[src/rtl/fp_int_mac_vec_if.sv]
// rtl/fp_int_mac_vec_if.sv - stream/result bundle for the FP16 x INT dot-product MAC
// Purpose: groups the input beat handshake and the result handshake.
// Ports (signals):
//   in_valid/in_ready/in_last  input beat handshake, in_last closes a vector
//   activation                 LANES x FP16, lane i = [16*i +: 16]
//   weight                     LANES x W_WIDTH integers, lane i = [W_WIDTH*i +: W_WIDTH]
//   signed_w, exp_min          per-beat weight signedness and alignment floor
//   out_valid/out_ready        result handshake
//   acc_out, overflow          result and its saturation / Inf-NaN flag
// master = beat producer and result consumer, slave = the MAC.
interface fp_int_mac_vec_if #(
  parameter int LANES     = 4,
  parameter int W_WIDTH   = 4,
  parameter int ACC_WIDTH = 32
);
  logic                       in_valid;
  logic                       in_ready;
  logic                       in_last;
  logic [LANES*16-1:0]        activation;
  logic [LANES*W_WIDTH-1:0]   weight;
  logic                       signed_w;
  logic [4:0]                 exp_min;
  logic                       out_valid;
  logic                       out_ready;
  logic [ACC_WIDTH-1:0]       acc_out;
  logic                       overflow;

  modport master (
    output in_valid, in_last, activation, weight, signed_w, exp_min, out_ready,
    input  in_ready, out_valid, acc_out, overflow
  );

  modport slave (
    input  in_valid, in_last, activation, weight, signed_w, exp_min, out_ready,
    output in_ready, out_valid, acc_out, overflow
  );
endinterface

[src/rtl/fp_int_mac_vec.sv]
// rtl/fp_int_mac_vec.sv - LANES-wide FP16 x INT dot-product MAC with saturating accumulator
// Purpose: per beat, decode FP16 activations, multiply by integer weights, align to the
//   exp_min floor, sum all lanes and accumulate with saturation; in_last emits the result.
// Ports:
//   i_clk    clock, rising edge
//   i_rst_n  asynchronous active-low reset
//   io_bus   fp_int_mac_vec_if.slave (beat input, result output)
//   o_busy   a pipeline stage or the accumulator holds live data
// Pipeline: s1 decode/multiply, s2 align/clamp/sign, s3 lane sum, then accumulator.
module fp_int_mac_vec #(
  parameter int LANES     = 4,
  parameter int W_WIDTH   = 4,
  parameter int ACC_WIDTH = 32
) (
  input  logic            i_clk,
  input  logic            i_rst_n,
  fp_int_mac_vec_if.slave io_bus,
  output logic            o_busy
);
  localparam int PW = 11 + W_WIDTH;
  localparam int LG = (LANES > 1) ? $clog2(LANES) : 0;
  localparam int TW = ACC_WIDTH + LG;
  // wide enough to hold the largest left shift (30) without losing bits
  localparam int XW = (PW + 31 > ACC_WIDTH) ? PW + 31 : ACC_WIDTH;
  localparam logic [XW-1:0] MAG_MAX = {{(XW-ACC_WIDTH+1){1'b0}}, {(ACC_WIDTH-1){1'b1}}};
  localparam logic [ACC_WIDTH-1:0] ACC_MAX = {1'b0, {(ACC_WIDTH-1){1'b1}}};
  localparam logic [ACC_WIDTH-1:0] ACC_MIN = {1'b1, {(ACC_WIDTH-1){1'b0}}};
  localparam logic signed [TW:0] SUM_MAX = {{(LG+2){1'b0}}, {(ACC_WIDTH-1){1'b1}}};
  localparam logic signed [TW:0] SUM_MIN = {{(LG+2){1'b1}}, {(ACC_WIDTH-1){1'b0}}};
  localparam logic [W_WIDTH-1:0] ONE_W = {{(W_WIDTH-1){1'b0}}, 1'b1};

  logic                        w_en, r_rdy;
  logic                        r_out_valid, r_overflow;
  logic signed [ACC_WIDTH-1:0] r_acc_out;

  // stalls only while a result is presented and not taken
  assign w_en = !(r_out_valid && !io_bus.out_ready);

  // stage 1: decode and unsigned product
  logic                 w_d_neg  [LANES];
  logic [W_WIDTH-1:0]   w_d_absw [LANES];
  logic [4:0]           w_d_e    [LANES];
  logic [PW-1:0]        w_d_p    [LANES];
  logic                 w_d_inf;
  logic                 r_s1_v, r_s1_last, r_s1_inf;
  logic [4:0]           r_s1_em;
  logic                 r_s1_sgn [LANES];
  logic [4:0]           r_s1_e   [LANES];
  logic [PW-1:0]        r_s1_p   [LANES];

  always_comb begin
    w_d_inf = 1'b0;
    for (int i = 0; i < LANES; i++) begin
      w_d_e[i]    = io_bus.activation[16*i+10 +: 5];
      w_d_neg[i]  = io_bus.signed_w & io_bus.weight[W_WIDTH*i + W_WIDTH-1];
      // two's complement negate; the most negative weight maps to 2^(W-1) unsigned
      w_d_absw[i] = w_d_neg[i] ? (~io_bus.weight[W_WIDTH*i +: W_WIDTH] + ONE_W)
                               : io_bus.weight[W_WIDTH*i +: W_WIDTH];
      if (w_d_e[i] == 5'd0 || w_d_e[i] == 5'd31)
        w_d_p[i] = '0;
      else
        w_d_p[i] = PW'({1'b1, io_bus.activation[16*i +: 10]}) * PW'(w_d_absw[i]);
      if (w_d_e[i] == 5'd31)
        w_d_inf = 1'b1;
    end
  end

  always_ff @(posedge i_clk or negedge i_rst_n) begin
    if (!i_rst_n) begin
      r_rdy     <= 1'b0;
      r_s1_v    <= 1'b0;
      r_s1_last <= 1'b0;
      r_s1_inf  <= 1'b0;
      r_s1_em   <= '0;
      for (int i = 0; i < LANES; i++) begin
        r_s1_sgn[i] <= 1'b0;
        r_s1_e[i]   <= '0;
        r_s1_p[i]   <= '0;
      end
    end else begin
      r_rdy <= 1'b1;
      if (w_en) begin
        r_s1_v    <= io_bus.in_valid & r_rdy;
        r_s1_last <= io_bus.in_last;
        r_s1_inf  <= w_d_inf;
        r_s1_em   <= io_bus.exp_min;
        for (int i = 0; i < LANES; i++) begin
          r_s1_sgn[i] <= io_bus.activation[16*i+15] ^ w_d_neg[i];
          r_s1_e[i]   <= w_d_e[i];
          r_s1_p[i]   <= w_d_p[i];
        end
      end
    end
  end

  // stage 2: align to exp_min, clamp magnitude, apply sign
  logic [XW-1:0]               w_sh    [LANES];
  logic [ACC_WIDTH-1:0]        w_a_mag [LANES];
  logic signed [ACC_WIDTH-1:0] w_a_val [LANES];
  logic                        w_a_flag;
  logic                        r_s2_v, r_s2_last, r_s2_flag;
  logic signed [ACC_WIDTH-1:0] r_s2_val [LANES];

  always_comb begin
    w_a_flag = r_s1_inf;
    for (int i = 0; i < LANES; i++) begin
      if (r_s1_e[i] >= r_s1_em)
        w_sh[i] = XW'(r_s1_p[i]) << (r_s1_e[i] - r_s1_em);
      else
        w_sh[i] = XW'(r_s1_p[i]) >> (r_s1_em - r_s1_e[i]);
      if (w_sh[i] > MAG_MAX) begin
        w_a_mag[i] = ACC_MAX;
        w_a_flag   = 1'b1;
      end else begin
        w_a_mag[i] = w_sh[i][ACC_WIDTH-1:0];
      end
      w_a_val[i] = r_s1_sgn[i] ? -$signed(w_a_mag[i]) : $signed(w_a_mag[i]);
    end
  end

  always_ff @(posedge i_clk or negedge i_rst_n) begin
    if (!i_rst_n) begin
      r_s2_v    <= 1'b0;
      r_s2_last <= 1'b0;
      r_s2_flag <= 1'b0;
      for (int i = 0; i < LANES; i++) r_s2_val[i] <= '0;
    end else if (w_en) begin
      r_s2_v    <= r_s1_v;
      r_s2_last <= r_s1_last;
      r_s2_flag <= w_a_flag;
      for (int i = 0; i < LANES; i++) r_s2_val[i] <= w_a_val[i];
    end
  end

  // stage 3: exact lane sum, log2(LANES) guard bits
  logic signed [TW-1:0] w_tree, r_s3_sum;
  logic                 r_s3_v, r_s3_last, r_s3_flag;

  always_comb begin
    w_tree = '0;
    for (int i = 0; i < LANES; i++) w_tree = w_tree + TW'(r_s2_val[i]);
  end

  always_ff @(posedge i_clk or negedge i_rst_n) begin
    if (!i_rst_n) begin
      r_s3_v    <= 1'b0;
      r_s3_last <= 1'b0;
      r_s3_flag <= 1'b0;
      r_s3_sum  <= '0;
    end else if (w_en) begin
      r_s3_v    <= r_s2_v;
      r_s3_last <= r_s2_last;
      r_s3_flag <= r_s2_flag;
      r_s3_sum  <= w_tree;
    end
  end

  // accumulator with saturation; in_last loads the result and clears for the next vector
  logic signed [ACC_WIDTH-1:0] r_acc, w_acc_next;
  logic signed [TW:0]          w_sum;
  logic                        w_sat, w_vflag, r_vflag, r_partial;

  always_comb begin
    w_sum = (TW+1)'(r_acc) + (TW+1)'(r_s3_sum);
    w_sat = 1'b1;
    if (w_sum > SUM_MAX)
      w_acc_next = ACC_MAX;
    else if (w_sum < SUM_MIN)
      w_acc_next = ACC_MIN;
    else begin
      w_acc_next = w_sum[ACC_WIDTH-1:0];
      w_sat      = 1'b0;
    end
    w_vflag = r_vflag | r_s3_flag | w_sat;
  end

  always_ff @(posedge i_clk or negedge i_rst_n) begin
    if (!i_rst_n) begin
      r_acc       <= '0;
      r_vflag     <= 1'b0;
      r_partial   <= 1'b0;
      r_acc_out   <= '0;
      r_overflow  <= 1'b0;
      r_out_valid <= 1'b0;
    end else if (w_en) begin
      if (r_out_valid && io_bus.out_ready)
        r_out_valid <= 1'b0;
      if (r_s3_v) begin
        if (r_s3_last) begin
          r_acc_out   <= w_acc_next;
          r_overflow  <= w_vflag;
          r_out_valid <= 1'b1;
          r_acc       <= '0;
          r_vflag     <= 1'b0;
          r_partial   <= 1'b0;
        end else begin
          r_acc     <= w_acc_next;
          r_vflag   <= w_vflag;
          r_partial <= 1'b1;
        end
      end
    end
  end

  assign io_bus.in_ready  = w_en & r_rdy;
  assign io_bus.out_valid = r_out_valid;
  assign io_bus.acc_out   = r_acc_out;
  assign io_bus.overflow  = r_overflow;
  assign o_busy           = r_s1_v | r_s2_v | r_s3_v | r_partial;
endmodule

[src/flat_wrapper.sv]
// flat-port wrapper written by rule: the top's interface ports become plain ports
module fp_int_mac_vec_flat 
#(
  parameter int LANES     = 4,
  parameter int W_WIDTH   = 4,
  parameter int ACC_WIDTH = 32
)
  (i_clk, i_rst_n, o_busy, io_bus_in_valid, io_bus_in_last, io_bus_activation, io_bus_weight, io_bus_signed_w, io_bus_exp_min, io_bus_out_ready, io_bus_in_ready, io_bus_out_valid, io_bus_acc_out, io_bus_overflow);
  fp_int_mac_vec_if #(.LANES(LANES), .W_WIDTH(W_WIDTH), .ACC_WIDTH(ACC_WIDTH)) io_bus_i ();
  input  logic i_clk;
  input  logic i_rst_n;
  output logic o_busy;
  input wire logic [$bits(io_bus_i.in_valid)-1:0] io_bus_in_valid;
  input wire logic [$bits(io_bus_i.in_last)-1:0] io_bus_in_last;
  input wire logic [$bits(io_bus_i.activation)-1:0] io_bus_activation;
  input wire logic [$bits(io_bus_i.weight)-1:0] io_bus_weight;
  input wire logic [$bits(io_bus_i.signed_w)-1:0] io_bus_signed_w;
  input wire logic [$bits(io_bus_i.exp_min)-1:0] io_bus_exp_min;
  input wire logic [$bits(io_bus_i.out_ready)-1:0] io_bus_out_ready;
  output wire logic [$bits(io_bus_i.in_ready)-1:0] io_bus_in_ready;
  output wire logic [$bits(io_bus_i.out_valid)-1:0] io_bus_out_valid;
  output wire logic [$bits(io_bus_i.acc_out)-1:0] io_bus_acc_out;
  output wire logic [$bits(io_bus_i.overflow)-1:0] io_bus_overflow;
  assign io_bus_i.in_valid = io_bus_in_valid;
  assign io_bus_i.in_last = io_bus_in_last;
  assign io_bus_i.activation = io_bus_activation;
  assign io_bus_i.weight = io_bus_weight;
  assign io_bus_i.signed_w = io_bus_signed_w;
  assign io_bus_i.exp_min = io_bus_exp_min;
  assign io_bus_i.out_ready = io_bus_out_ready;
  assign io_bus_in_ready = io_bus_i.in_ready;
  assign io_bus_out_valid = io_bus_i.out_valid;
  assign io_bus_acc_out = io_bus_i.acc_out;
  assign io_bus_overflow = io_bus_i.overflow;
  fp_int_mac_vec #(.LANES(LANES), .W_WIDTH(W_WIDTH), .ACC_WIDTH(ACC_WIDTH)) u_core (.i_clk(i_clk), .i_rst_n(i_rst_n), .io_bus(io_bus_i), .o_busy(o_busy));
endmodule
[config.mk]
export PLATFORM = sky130hd
export DESIGN_NAME = fp_int_mac_vec_flat
export DESIGN_NICKNAME = d
export VERILOG_FILES = /design/src/rtl/fp_int_mac_vec_if.sv /design/src/rtl/fp_int_mac_vec.sv /design/src/flat_wrapper.sv
export SDC_FILE = /design/constraint.sdc
export NUM_CORES = 2
export LEC_CHECK = 0
export BUFFER_PORTS_ARGS = -buffer_cell sky130_fd_sc_hd__buf_2
export CAP_MARGIN = 10
export CORE_UTILIZATION = 65
export DETAILED_ROUTE_END_ITERATION = 12
export MAX_ROUTING_LAYER = met4
export PLACE_DENSITY = 0.88
export SLEW_MARGIN = 15
export SYNTH_ARGS = -nofsm -noshare
export SYNTH_HDL_FRONTEND = slang
export SYNTH_SLANG_ARGS = --single-unit
[constraint.sdc]
create_clock -name i_clk -period 6.1 [get_ports i_clk]
set_clock_uncertainty 0.1 [all_clocks]
set_input_delay 1.22 -clock i_clk [delete_from_list [all_inputs] [get_ports i_clk]]
set_output_delay 1.22 -clock i_clk [all_outputs]
set_load 0.01 [all_outputs]
==> impl_metrics.tcl <==
set metrics [dict create \
    clk_pin_slew_ps 60 \
    multi_input_area_um2 24800 \
    timing.final.crit_share_pct 93.1 \
    async_reset_ff_share_pct 100 \
    fin_crit_ps 5680 \
    via_per_inst 6.72 \
    antenna_found_initial 0 \
    syn-num-nets 4538 \
    path_class "reg -> reg" \
    synth_edf_count 0 \
    synth_top_family_by_area "compound AO/OA/AOI/OAI gates" \
    rsz0062_at_grt "false" \
    cp.required_ps 6450 \
    synth-seq-area-share_pct 23.7 \
    dp_hpwl_um 78300 \
    ys_warn_count 0 \
    yosysUniqueCellTypes 115 \
    ant_nets 0 \
    synthAdderAreaFrac_pct 15.3 \
    synth_compound_area_share_pct 21.9 \
    die-area_um2 54400 \
    max_clock_freq_mhz 176 \
    syn_avg_cell_area_um2 8.45 \
    start_util_pct 66.0 \
    clock-root-buffer "clkbuf_16" \
    fin_hold_ws_ps 373 \
    worstPathMaxFanout 17 \
    overflow 0 \
    grt_usage_pct 38.8 \
    grt_max_degree 131 \
    ys.flop_type "dfrtp_1" \
    cts_tree "done" \
    drc 0 \
    setup_violations 0 \
    globalplace.congestion 1.03 \
    synth-xor-area-share_pct 4.98 \
    nFillCells 4007 \
    cts-buffers-inserted 38 \
    vias 32730 \
    io_pins 127 \
    hold_viol 0 \
    htreeDepth 2 \
    netlist_area_um2 34700 \
    postCtsHoldBufs 0 \
    cts.sinks 329 \
    core_um2 52700 \
    crit_arrival_ps 6030 \
    synth_mux_area_share_pct 9.59 \
    rows 84 \
    cap_violations 0 \
    ctsLongestPathBuffers 3 \
    status "finished clean" \
    cts.repair.resized 0 \
    synthToLayoutAreaGrowth_pct 7.76 \
    final_cell_mix "nand2_1, dfrtp_1, nor2_1" \
    endpoint_kind "flop" \
    syn_inst 4110 \
    regArea_um2 8230 \
    layout_commonest_cell "nand2_1" \
    postRouteWirelength_um 102000 \
    grt_first_pass_wirelength_um 164000 \
    fp.dieW_um 233 \
    nNetsFinal 4581 \
    n_antenna_cell 0 \
    relSlewSlack_pct 20.6 \
    grt_pass1_vias 30394 \
    drtIter0Drc 3524 \
    synth-simple-area-share_pct 19.5 \
    firstDrtPassIters 6 \
    synth-seq-cells 329 \
    clk_latency_ps 590 \
    die_y_um 233 \
    cts_setup_buffers 0 \
    drv_slew 0 \
    worstMarginPinSlew_ps 1190 \
    drive_gt1_share_pct 11.9 \
    io_buffers 126 \
    cp-start-kind "flop" \
    wire_per_inst_um 21.0 \
    min-delay-path-class "reg -> reg" \
    finalSetupTns_ps 0 \
]
cells by family after synthesis:
logic type | after synthesis
compound gates | 1160
xor+xnor | 195
fa+ha+maj | 337
buf+inv | 426
flops | 329
mux | 230
other cells | 1
simple gates | 1432
final cells by class:
| class | instances | area share (%) |
|---|---|---|
| clock inverter | 13 | 0.458 |
| timing repair buffer | 239 | 4.08 |
| clock buffer | 56 | 2.99 |
| tap | 688 | 2.30 |
| multi-input combinational | 3355 | 66.3 |
| inverter | 190 | 1.90 |
| sequential | 329 | 22.0 |
metrics by stage:
step	worst slack (ps)	cell area, um2	cells	utilization, %
global placement	393	36100	4801	68.6
detailed placement	78.2	36100	4801	68.6
global route	37.7	37400	4870	71.1
floorplan	413	34700	4110	-
finish	419	37400	4870	71.1
CTS	327	37400	4870	71.1
worst max-delay path, cell delays in order (launching register included):
cell	delay [ps]
dfrtp_1	350
buf_4	210
inv_1	150
buf_4	200
ha_1	220
fa_1	700
buf_4	250
mux2i_1	280
mux2i_1	160
mux2i_1	150
a21oi_1	60
o21a_1	240
nor4_1	470
nand4_1	190
or4_1	810
nor4_1	590
nor4b_1	300
nor3_1	80
synth_stat cells (all sizes together), types with 13 or more instances:
| library cell | number | area share (%) |
|---|---|---|
| or3 | 30 | 0.54 |
| nand4 | 31 | 0.56 |
| nor2 | 328 | 3.6 |
| a211oi | 33 | 0.71 |
| o41ai | 33 | 0.99 |
| fa | 146 | 8.4 |
| ha | 191 | 6.9 |
| inv | 187 | 2.0 |
| o21ai | 296 | 4.3 |
| a22oi | 14 | 0.30 |
| nand2 | 551 | 6.0 |
| nand3b | 14 | 0.30 |
| a22o | 47 | 1.2 |
| a31oi | 31 | 0.62 |
| nor4 | 28 | 0.61 |
| nand3 | 92 | 1.3 |
| mux2 | 45 | 1.5 |
| o21bai | 14 | 0.31 |
| a21o | 66 | 1.4 |
| or4 | 15 | 0.32 |
| xnor2 | 116 | 2.9 |
| mux4 | 76 | 4.9 |
| dfrtp | 329 | 24 |
| and4 | 13 | 0.33 |
| o31ai | 42 | 0.96 |
| o22ai | 18 | 0.36 |
| nor3b | 16 | 0.36 |
| nor3 | 87 | 1.3 |
| a21oi | 322 | 4.6 |
| and3 | 38 | 0.68 |
| o21a | 35 | 0.76 |
| o221ai | 14 | 0.35 |
| clkbuf | 161 | 1.7 |
| or2 | 24 | 0.44 |
| nand2b | 32 | 0.58 |
| and2 | 79 | 1.4 |
| o211ai | 28 | 0.61 |
| a21boi | 23 | 0.50 |
| mux2i | 109 | 3.2 |
| xor2 | 79 | 2.0 |
| nor2b | 35 | 0.63 |
| buf | 75 | 1.2 |
layer usage:
layer,vias up,track usage (%),wire length (um)
li1,14917,-,-
met1,15627,51.6,41800
met2,1869,59.4,46600
met3,317,5.81,9150
met4,0,16.1,4840
met5,-,-,0
final timing paths:
kind | start | to | slack (ps) | depth (start not counted)
setup / recovery | u_core.r_s1_em[0]$_DFFE_PN0N_ | u_core.r_s2_val[125]$_DFFE_PN0N_ | 420 | 17
hold / removal | u_core.r_s2_last$_DFFE_PN0N_ | u_core.r_s2_last$_DFFE_PN0N_ | 370 | 2
setup reg to reg | u_core.r_s1_em[0]$_DFFE_PN0N_ | u_core.r_s2_val[125]$_DFFE_PN0N_ | 420 | 17
hold reg to reg | u_core.r_s2_last$_DFFE_PN0N_ | u_core.r_s2_last$_DFFE_PN0N_ | 370 | 2
max in group asynchronous | i_rst_n | u_core.r_s1_e[5]$_DFFE_PN0N_ | 4120 | 2
min in group asynchronous | i_rst_n | u_core.r_s2_val[124]$_DFFE_PN0N_ | 540 | 1
flip-flops by register name, summed over array words and instances (netlist names):
| name | flops |
|---|---|
| u_core.r_s2_flag | 1 |
| u_core.r_s3_sum | 34 |
| u_core.r_s1_v | 1 |
| u_core.r_s1_e | 20 |
| u_core.r_s1_last | 1 |
| u_core.io_bus.out_valid | 1 |
| u_core.io_bus.overflow | 1 |
| u_core.r_s1_inf | 1 |
| u_core.r_s3_last | 1 |
| u_core.r_s1_p | 60 |
| u_core.r_s1_em | 5 |
| u_core.r_s3_v | 1 |
| u_core.r_s1_sgn | 4 |
| u_core.r_partial | 1 |
| u_core.r_acc | 32 |
| u_core.r_vflag | 1 |
| u_core.io_bus.acc_out | 32 |
| u_core.r_s2_last | 1 |
| u_core.r_rdy | 1 |
| u_core.r_s2_v | 1 |
| u_core.r_s2_val | 128 |
| u_core.r_s3_flag | 1 |
Power is not shown: default switching activity piles up to over one toggle a cycle in this logic, so the estimate is an artifact.
